## src/rtl/ram_fifo_ctrl_if.sv

```systemverilog
// Push/pop handshake and status bundle between a FIFO client and ram_fifo_ctrl.
interface ram_fifo_ctrl_if #(
  parameter int unsigned RAM_WIDTH = 64,
  parameter int unsigned ADDR_SIZE = 12
);
  logic                 push;
  logic [RAM_WIDTH-1:0] push_data;
  logic                 pop;
  logic [RAM_WIDTH-1:0] pop_data;
  logic                 pop_valid;
  logic                 full;
  logic                 empty;
  logic                 almost_full;
  logic [ADDR_SIZE:0]   count;
  logic                 overflow;
  logic                 underflow;

  // Client side: issues requests, observes data and status.
  modport master (
    output push, push_data, pop,
    input  pop_data, pop_valid, full, empty, almost_full, count, overflow, underflow
  );

  // Controller side.
  modport slave (
    input  push, push_data, pop,
    output pop_data, pop_valid, full, empty, almost_full, count, overflow, underflow
  );
endinterface

```

## src/rtl/ram_fifo_ctrl.sv

```systemverilog
// Circular-buffer FIFO controller driving a 2**ADDR_SIZE x RAM_WIDTH dual-port
// RAM with a registered read port. Pointers carry an extra wrap bit; occupancy
// is tracked in an explicit counter from which all flags are decoded.
module ram_fifo_ctrl #(
  parameter int unsigned RAM_WIDTH    = 64,
  parameter int unsigned ADDR_SIZE    = 12,
  parameter int unsigned AFULL_THRESH = 4032
) (
  input  logic                 clk,
  input  logic                 rst_n,
  ram_fifo_ctrl_if.slave       fifo,
  output logic [RAM_WIDTH-1:0] ram_data_in,
  output logic [ADDR_SIZE-1:0] ram_wr_address,
  output logic [ADDR_SIZE-1:0] ram_rd_address,
  output logic                 ram_write,
  output logic                 ram_read,
  input  logic [RAM_WIDTH-1:0] ram_data_out
);

  localparam logic [ADDR_SIZE:0] DEPTH     = {1'b1, {ADDR_SIZE{1'b0}}};
  localparam logic [ADDR_SIZE:0] AFULL_LIM = AFULL_THRESH[ADDR_SIZE:0];
  localparam logic [ADDR_SIZE:0] ONE       = {{ADDR_SIZE{1'b0}}, 1'b1};

  logic [ADDR_SIZE:0] wr_ptr_q, wr_ptr_d;
  logic [ADDR_SIZE:0] rd_ptr_q, rd_ptr_d;
  logic [ADDR_SIZE:0] count_q, count_d;
  logic               pop_valid_q, pop_valid_d;
  logic               overflow_q, overflow_d;
  logic               underflow_q, underflow_d;

  logic full_w, empty_w, push_acc, pop_acc;

  // Status flags decoded from the registered occupancy.
  always_comb begin
    full_w   = (count_q == DEPTH);
    empty_w  = (count_q == '0);
    push_acc = fifo.push & ~full_w;
    pop_acc  = fifo.pop & ~empty_w;
  end

  // Next-state: pointers, occupancy, read-valid pipeline and sticky errors.
  always_comb begin
    wr_ptr_d    = wr_ptr_q;
    rd_ptr_d    = rd_ptr_q;
    count_d     = count_q;
    pop_valid_d = pop_acc;
    overflow_d  = overflow_q | (fifo.push & full_w);
    underflow_d = underflow_q | (fifo.pop & empty_w);
    if (push_acc) begin
      wr_ptr_d = wr_ptr_q + ONE;
    end
    if (pop_acc) begin
      rd_ptr_d = rd_ptr_q + ONE;
    end
    if (push_acc && !pop_acc) begin
      count_d = count_q + ONE;
    end else if (pop_acc && !push_acc) begin
      count_d = count_q - ONE;
    end
  end

  // State registers with synchronous active-low reset.
  always_ff @(posedge clk) begin
    if (!rst_n) begin
      wr_ptr_q    <= '0;
      rd_ptr_q    <= '0;
      count_q     <= '0;
      pop_valid_q <= 1'b0;
      overflow_q  <= 1'b0;
      underflow_q <= 1'b0;
    end else begin
      wr_ptr_q    <= wr_ptr_d;
      rd_ptr_q    <= rd_ptr_d;
      count_q     <= count_d;
      pop_valid_q <= pop_valid_d;
      overflow_q  <= overflow_d;
      underflow_q <= underflow_d;
    end
  end

  // RAM request side and client-facing outputs.
  always_comb begin
    ram_write        = push_acc;
    ram_read         = pop_acc;
    ram_wr_address   = wr_ptr_q[ADDR_SIZE-1:0];
    ram_rd_address   = rd_ptr_q[ADDR_SIZE-1:0];
    ram_data_in      = fifo.push_data;
    fifo.pop_data    = ram_data_out;
    fifo.pop_valid   = pop_valid_q;
    fifo.full        = full_w;
    fifo.empty       = empty_w;
    fifo.almost_full = (count_q >= AFULL_LIM);
    fifo.count       = count_q;
    fifo.overflow    = overflow_q;
    fifo.underflow   = underflow_q;
  end

endmodule

```

## src/flat_wrapper.sv

```systemverilog
// flat-port wrapper written by rule: the top's interface ports become plain ports
module ram_fifo_ctrl_flat 
#(
  parameter int unsigned RAM_WIDTH    = 64,
  parameter int unsigned ADDR_SIZE    = 12,
  parameter int unsigned AFULL_THRESH = 4032
)
  (clk, rst_n, ram_data_in, ram_wr_address, ram_rd_address, ram_write, ram_read, ram_data_out, fifo_push, fifo_push_data, fifo_pop, fifo_pop_data, fifo_pop_valid, fifo_full, fifo_empty, fifo_almost_full, fifo_count, fifo_overflow, fifo_underflow);
  ram_fifo_ctrl_if #(.RAM_WIDTH(RAM_WIDTH), .ADDR_SIZE(ADDR_SIZE)) fifo_i ();
  input  logic clk;
  input  logic rst_n;
  output logic [RAM_WIDTH-1:0] ram_data_in;
  output logic [ADDR_SIZE-1:0] ram_wr_address;
  output logic [ADDR_SIZE-1:0] ram_rd_address;
  output logic ram_write;
  output logic ram_read;
  input  logic [RAM_WIDTH-1:0] ram_data_out;
  input wire logic [$bits(fifo_i.push)-1:0] fifo_push;
  input wire logic [$bits(fifo_i.push_data)-1:0] fifo_push_data;
  input wire logic [$bits(fifo_i.pop)-1:0] fifo_pop;
  output wire logic [$bits(fifo_i.pop_data)-1:0] fifo_pop_data;
  output wire logic [$bits(fifo_i.pop_valid)-1:0] fifo_pop_valid;
  output wire logic [$bits(fifo_i.full)-1:0] fifo_full;
  output wire logic [$bits(fifo_i.empty)-1:0] fifo_empty;
  output wire logic [$bits(fifo_i.almost_full)-1:0] fifo_almost_full;
  output wire logic [$bits(fifo_i.count)-1:0] fifo_count;
  output wire logic [$bits(fifo_i.overflow)-1:0] fifo_overflow;
  output wire logic [$bits(fifo_i.underflow)-1:0] fifo_underflow;
  assign fifo_i.push = fifo_push;
  assign fifo_i.push_data = fifo_push_data;
  assign fifo_i.pop = fifo_pop;
  assign fifo_pop_data = fifo_i.pop_data;
  assign fifo_pop_valid = fifo_i.pop_valid;
  assign fifo_full = fifo_i.full;
  assign fifo_empty = fifo_i.empty;
  assign fifo_almost_full = fifo_i.almost_full;
  assign fifo_count = fifo_i.count;
  assign fifo_overflow = fifo_i.overflow;
  assign fifo_underflow = fifo_i.underflow;
  ram_fifo_ctrl #(.RAM_WIDTH(RAM_WIDTH), .ADDR_SIZE(ADDR_SIZE), .AFULL_THRESH(AFULL_THRESH)) u_core (.clk(clk), .rst_n(rst_n), .fifo(fifo_i), .ram_data_in(ram_data_in), .ram_wr_address(ram_wr_address), .ram_rd_address(ram_rd_address), .ram_write(ram_write), .ram_read(ram_read), .ram_data_out(ram_data_out));
endmodule
```

## config.mk

```make
export PLATFORM = sky130hd
export DESIGN_NAME = ram_fifo_ctrl_flat
export DESIGN_NICKNAME = d
export VERILOG_FILES = /design/src/rtl/ram_fifo_ctrl_if.sv /design/src/rtl/ram_fifo_ctrl.sv /design/src/flat_wrapper.sv
export SDC_FILE = /design/constraint.sdc
export NUM_CORES = 1
export LEC_CHECK = 0
export CORE_AREA = 2 2 118 120
export DETAILED_ROUTE_END_ITERATION = 6
export DIE_AREA = 0 0 120 122
export GPL_TIMING_DRIVEN = 0
export PLACE_DENSITY = 0.68
export SLEW_MARGIN = 20
export SYNTH_ARGS = -nofsm -noshare
export SYNTH_HDL_FRONTEND = slang
export SYNTH_SLANG_ARGS = --single-unit
```

## constraint.sdc

```tcl
create_clock -name clk -period 11.9 [get_ports clk]
set_clock_uncertainty 0.2 [all_clocks]
set_input_delay 2.38 -clock clk [delete_from_list [all_inputs] [get_ports clk]]
set_output_delay 2.38 -clock clk [all_outputs]
set_load 0.005 [all_outputs]
```

==> reports/metrics.yaml <==
global_route:
  grt-ovfl-total: 0
  grt_first_pass_wirelength_mm: 14.3
  grt_pass1_vias: 2914
  track_usage: 0.119
  antenna_found_initial: 0
  grt_start_max_net_pins: 14
place:
  io_buffers: 176
  hpwl_mm: 8.00
  globalplace.congestion: 0.839
synthesis:
  synth_warnings: 0
  postSynthCellCount: 400
  synthesis.area_mm2: 0.00332
  ys_seq_area_frac: 0.241
  syn_area_per_cell_um2: 8.31
  synthFlopType: "dfxtp_1"
  synthArstFlopShare: 0
  synth_edf_count: 0
  ys_types: 49
  syn_nets: 547
  ys_seq_elements: 40
floorplanning:
  fp.dieW_um: 120
  num_rows: 43
  dieArea_mm2: 0.0146
  core_area_mm2: 0.0135
  die_h_um: 122
  start_util: 0.246
  pin_count: 305
timing:
  tns_ps: 0
  drv_slew: 0
  period_share: 0.534
  whs_ps: 299
  setup_viol: 0
  fin_crit_ps: 6360
  worstMarginPinSlew_ps: 620
  rsz0062_at_grt: "false"
  max-slew-margin-rel: 0.585
  hold_viol_final: 0
  fmax_ghz: 0.157
cts:
  post_cts_buffers: 0
  cts-hold-fix-buffers: 0
  numCtsBuffers: 5
  root_buffer: "clkbuf_16"
  cts_buffer_depth: 2
  cts_resized: 0
  clk_pin_slew_worst_paths_ps: 60
  clock-sinks: 40
  clock_latency_ps: 280
  htree_levels: 2
  cts_tree: "yes"
power_and_ir_drop:
  leakagePower_nw: 2.32
  ir_drop_mv: 0.0652
  powerDensity_mw_per_mm2: 134
hold_path:
  hp-class: "flop to flop"
finish:
  drive_above_1_share: 0.250
  syn2layout_area_growth_pct: 64.8
  antennaDiodeCount: 0
  final_cell_mix: "176 x clkdlybuf4s50_1, 129 x buf_4, 40 x dfxtp_1"
  nets: 730
  mostFrequentLayoutCell: "clkdlybuf4s50_1"
setup_path:
  worstSetupStartpointType: "input port"
  crit_type: "input port to output pin"
  arrival_ps: 3780
  cp_max_fo: 10
  worstPathRequired_ps: 9320
  endpoint_kind: "output pin"
detailed_routing:
  num_vias: 3211
  post_drt_via_cell_ratio: 4.20
  avgRoutedWirePerCell_um: 12.6
  drt_iter0_markers: 148
  drtPass1Iterations: 4
  ant_nets: 0
  drcViolationCount: 0
  routed_wl_mm: 9.64
outcome:
  status: "completed"
run:
  max_cap_violations: 0
## power by group
group	leakage (nW)	internal [mW]	switching, mW
Combinational	1.91	0.218	0.180
Sequential	0.326	0.156	0.0264
Clock	0.0798	0.0986	0.0564
Total	2.32	0.472	0.263
## final cells by class
| class | count | area (µm²) |
|---|---|---|
| buffer | 140 | 1010 |
| clock buffer | 5 | 125 |
| clock inverter | 3 | 42.5 |
| fill | 1336 | 8030 |
| inverter | 9 | 33.8 |
| multi-input combinational | 211 | 1480 |
| sequential | 40 | 801 |
| tap | 180 | 225 |
| timing repair buffer | 176 | 1760 |
## cell usage after synthesis, drive strengths merged, types with 2 or more instances
cell	number	area share
xor2	11	0.029
a21oi	12	0.018
nor4b	3	0.0079
nor2	6	0.0068
a21o	2	0.0045
and2	25	0.047
and4	2	0.0053
or4	3	0.0090
inv	9	0.010
ha	14	0.053
o21ai	11	0.017
clkbuf	11	0.012
or3	2	0.0038
a211oi	4	0.0090
xnor2	15	0.040
o211ai	2	0.0045
nor3	7	0.014
nand2	28	0.032
nor4	3	0.0075
a311o	3	0.0090
nand3	13	0.020
buf	129	0.29
dfxtp	40	0.24
a41o	2	0.0060
a21boi	6	0.014
nand2b	3	0.0056
nor2b	7	0.013
and3	7	0.013
nand4	6	0.011
## worst paths after layout
check / startpoint / end / slack (ps) / cells past startpoint
worst max-delay path: fifo_push / ram_write / 5540 / 5
worst min-delay path: u_core.fifo.underflow / u_core.fifo.underflow / 300 / 2
worst max register to register: u_core.fifo.count[8] / u_core.fifo.count[12] / 7340 / 14
worst min register to register: u_core.fifo.underflow / u_core.fifo.underflow / 300 / 2
## per-layer routing
| metal | share of wire | global-route usage | wire [µm] |
|---|---|---|---|
| met4 | 0.0058 | 0.0257 | 56 |
| met3 | 0.074 | 0.0281 | 711 |
| met1 | 0.35 | 0.120 | 3380 |
| met5 | 0 | 0 | 0 |
| met2 | 0.57 | 0.245 | 5490 |
## cells by family (layout without fill, tap and decap cells)
group,Yosys count,count (layout),synth area share
buffers and inverters,149,333,0.314
AND/OR/NAND/NOR,120,120,0.210
AO/OA/AOI/OAI,49,49,0.105
flip-flops,40,40,0.241
XOR/XNOR,26,26,0.0685
adder cells (fa/ha/maj),15,15,0.0587
multiplexers,1,1,0.00301
## worst max-delay path, cell delays in order
cell             delay (ps)
clkdlybuf4s50_1         490
nand2b_1                 60
buf_4                   170
inv_2                   130
clkdlybuf4s50_1         550
## through the flow
stage               cells  instance area (µm²)  utilization  setup slack (ps)  power [mW]
floorplan             400                 3320            -              6650       0.431
global route          764                 5480        0.406              5460       0.792
global placement      756                 5310        0.393              5520       0.579
detailed placement    756                 5310        0.393              5520       0.584
CTS                   764                 5480        0.406              5510       0.742
finish                764                 5480        0.406              5540       0.736
## sequential cells by signal, indices dropped and copies added (netlist names)
| register | cells |
|---|---|
| u_core.fifo.count | 13 |
| u_core.fifo.overflow | 1 |
| u_core.fifo.pop_valid | 1 |
| u_core.fifo.underflow | 1 |
| u_core.rd_ptr_q | 12 |
| u_core.wr_ptr_q | 12 |
(Power assumes the default switching activity.)
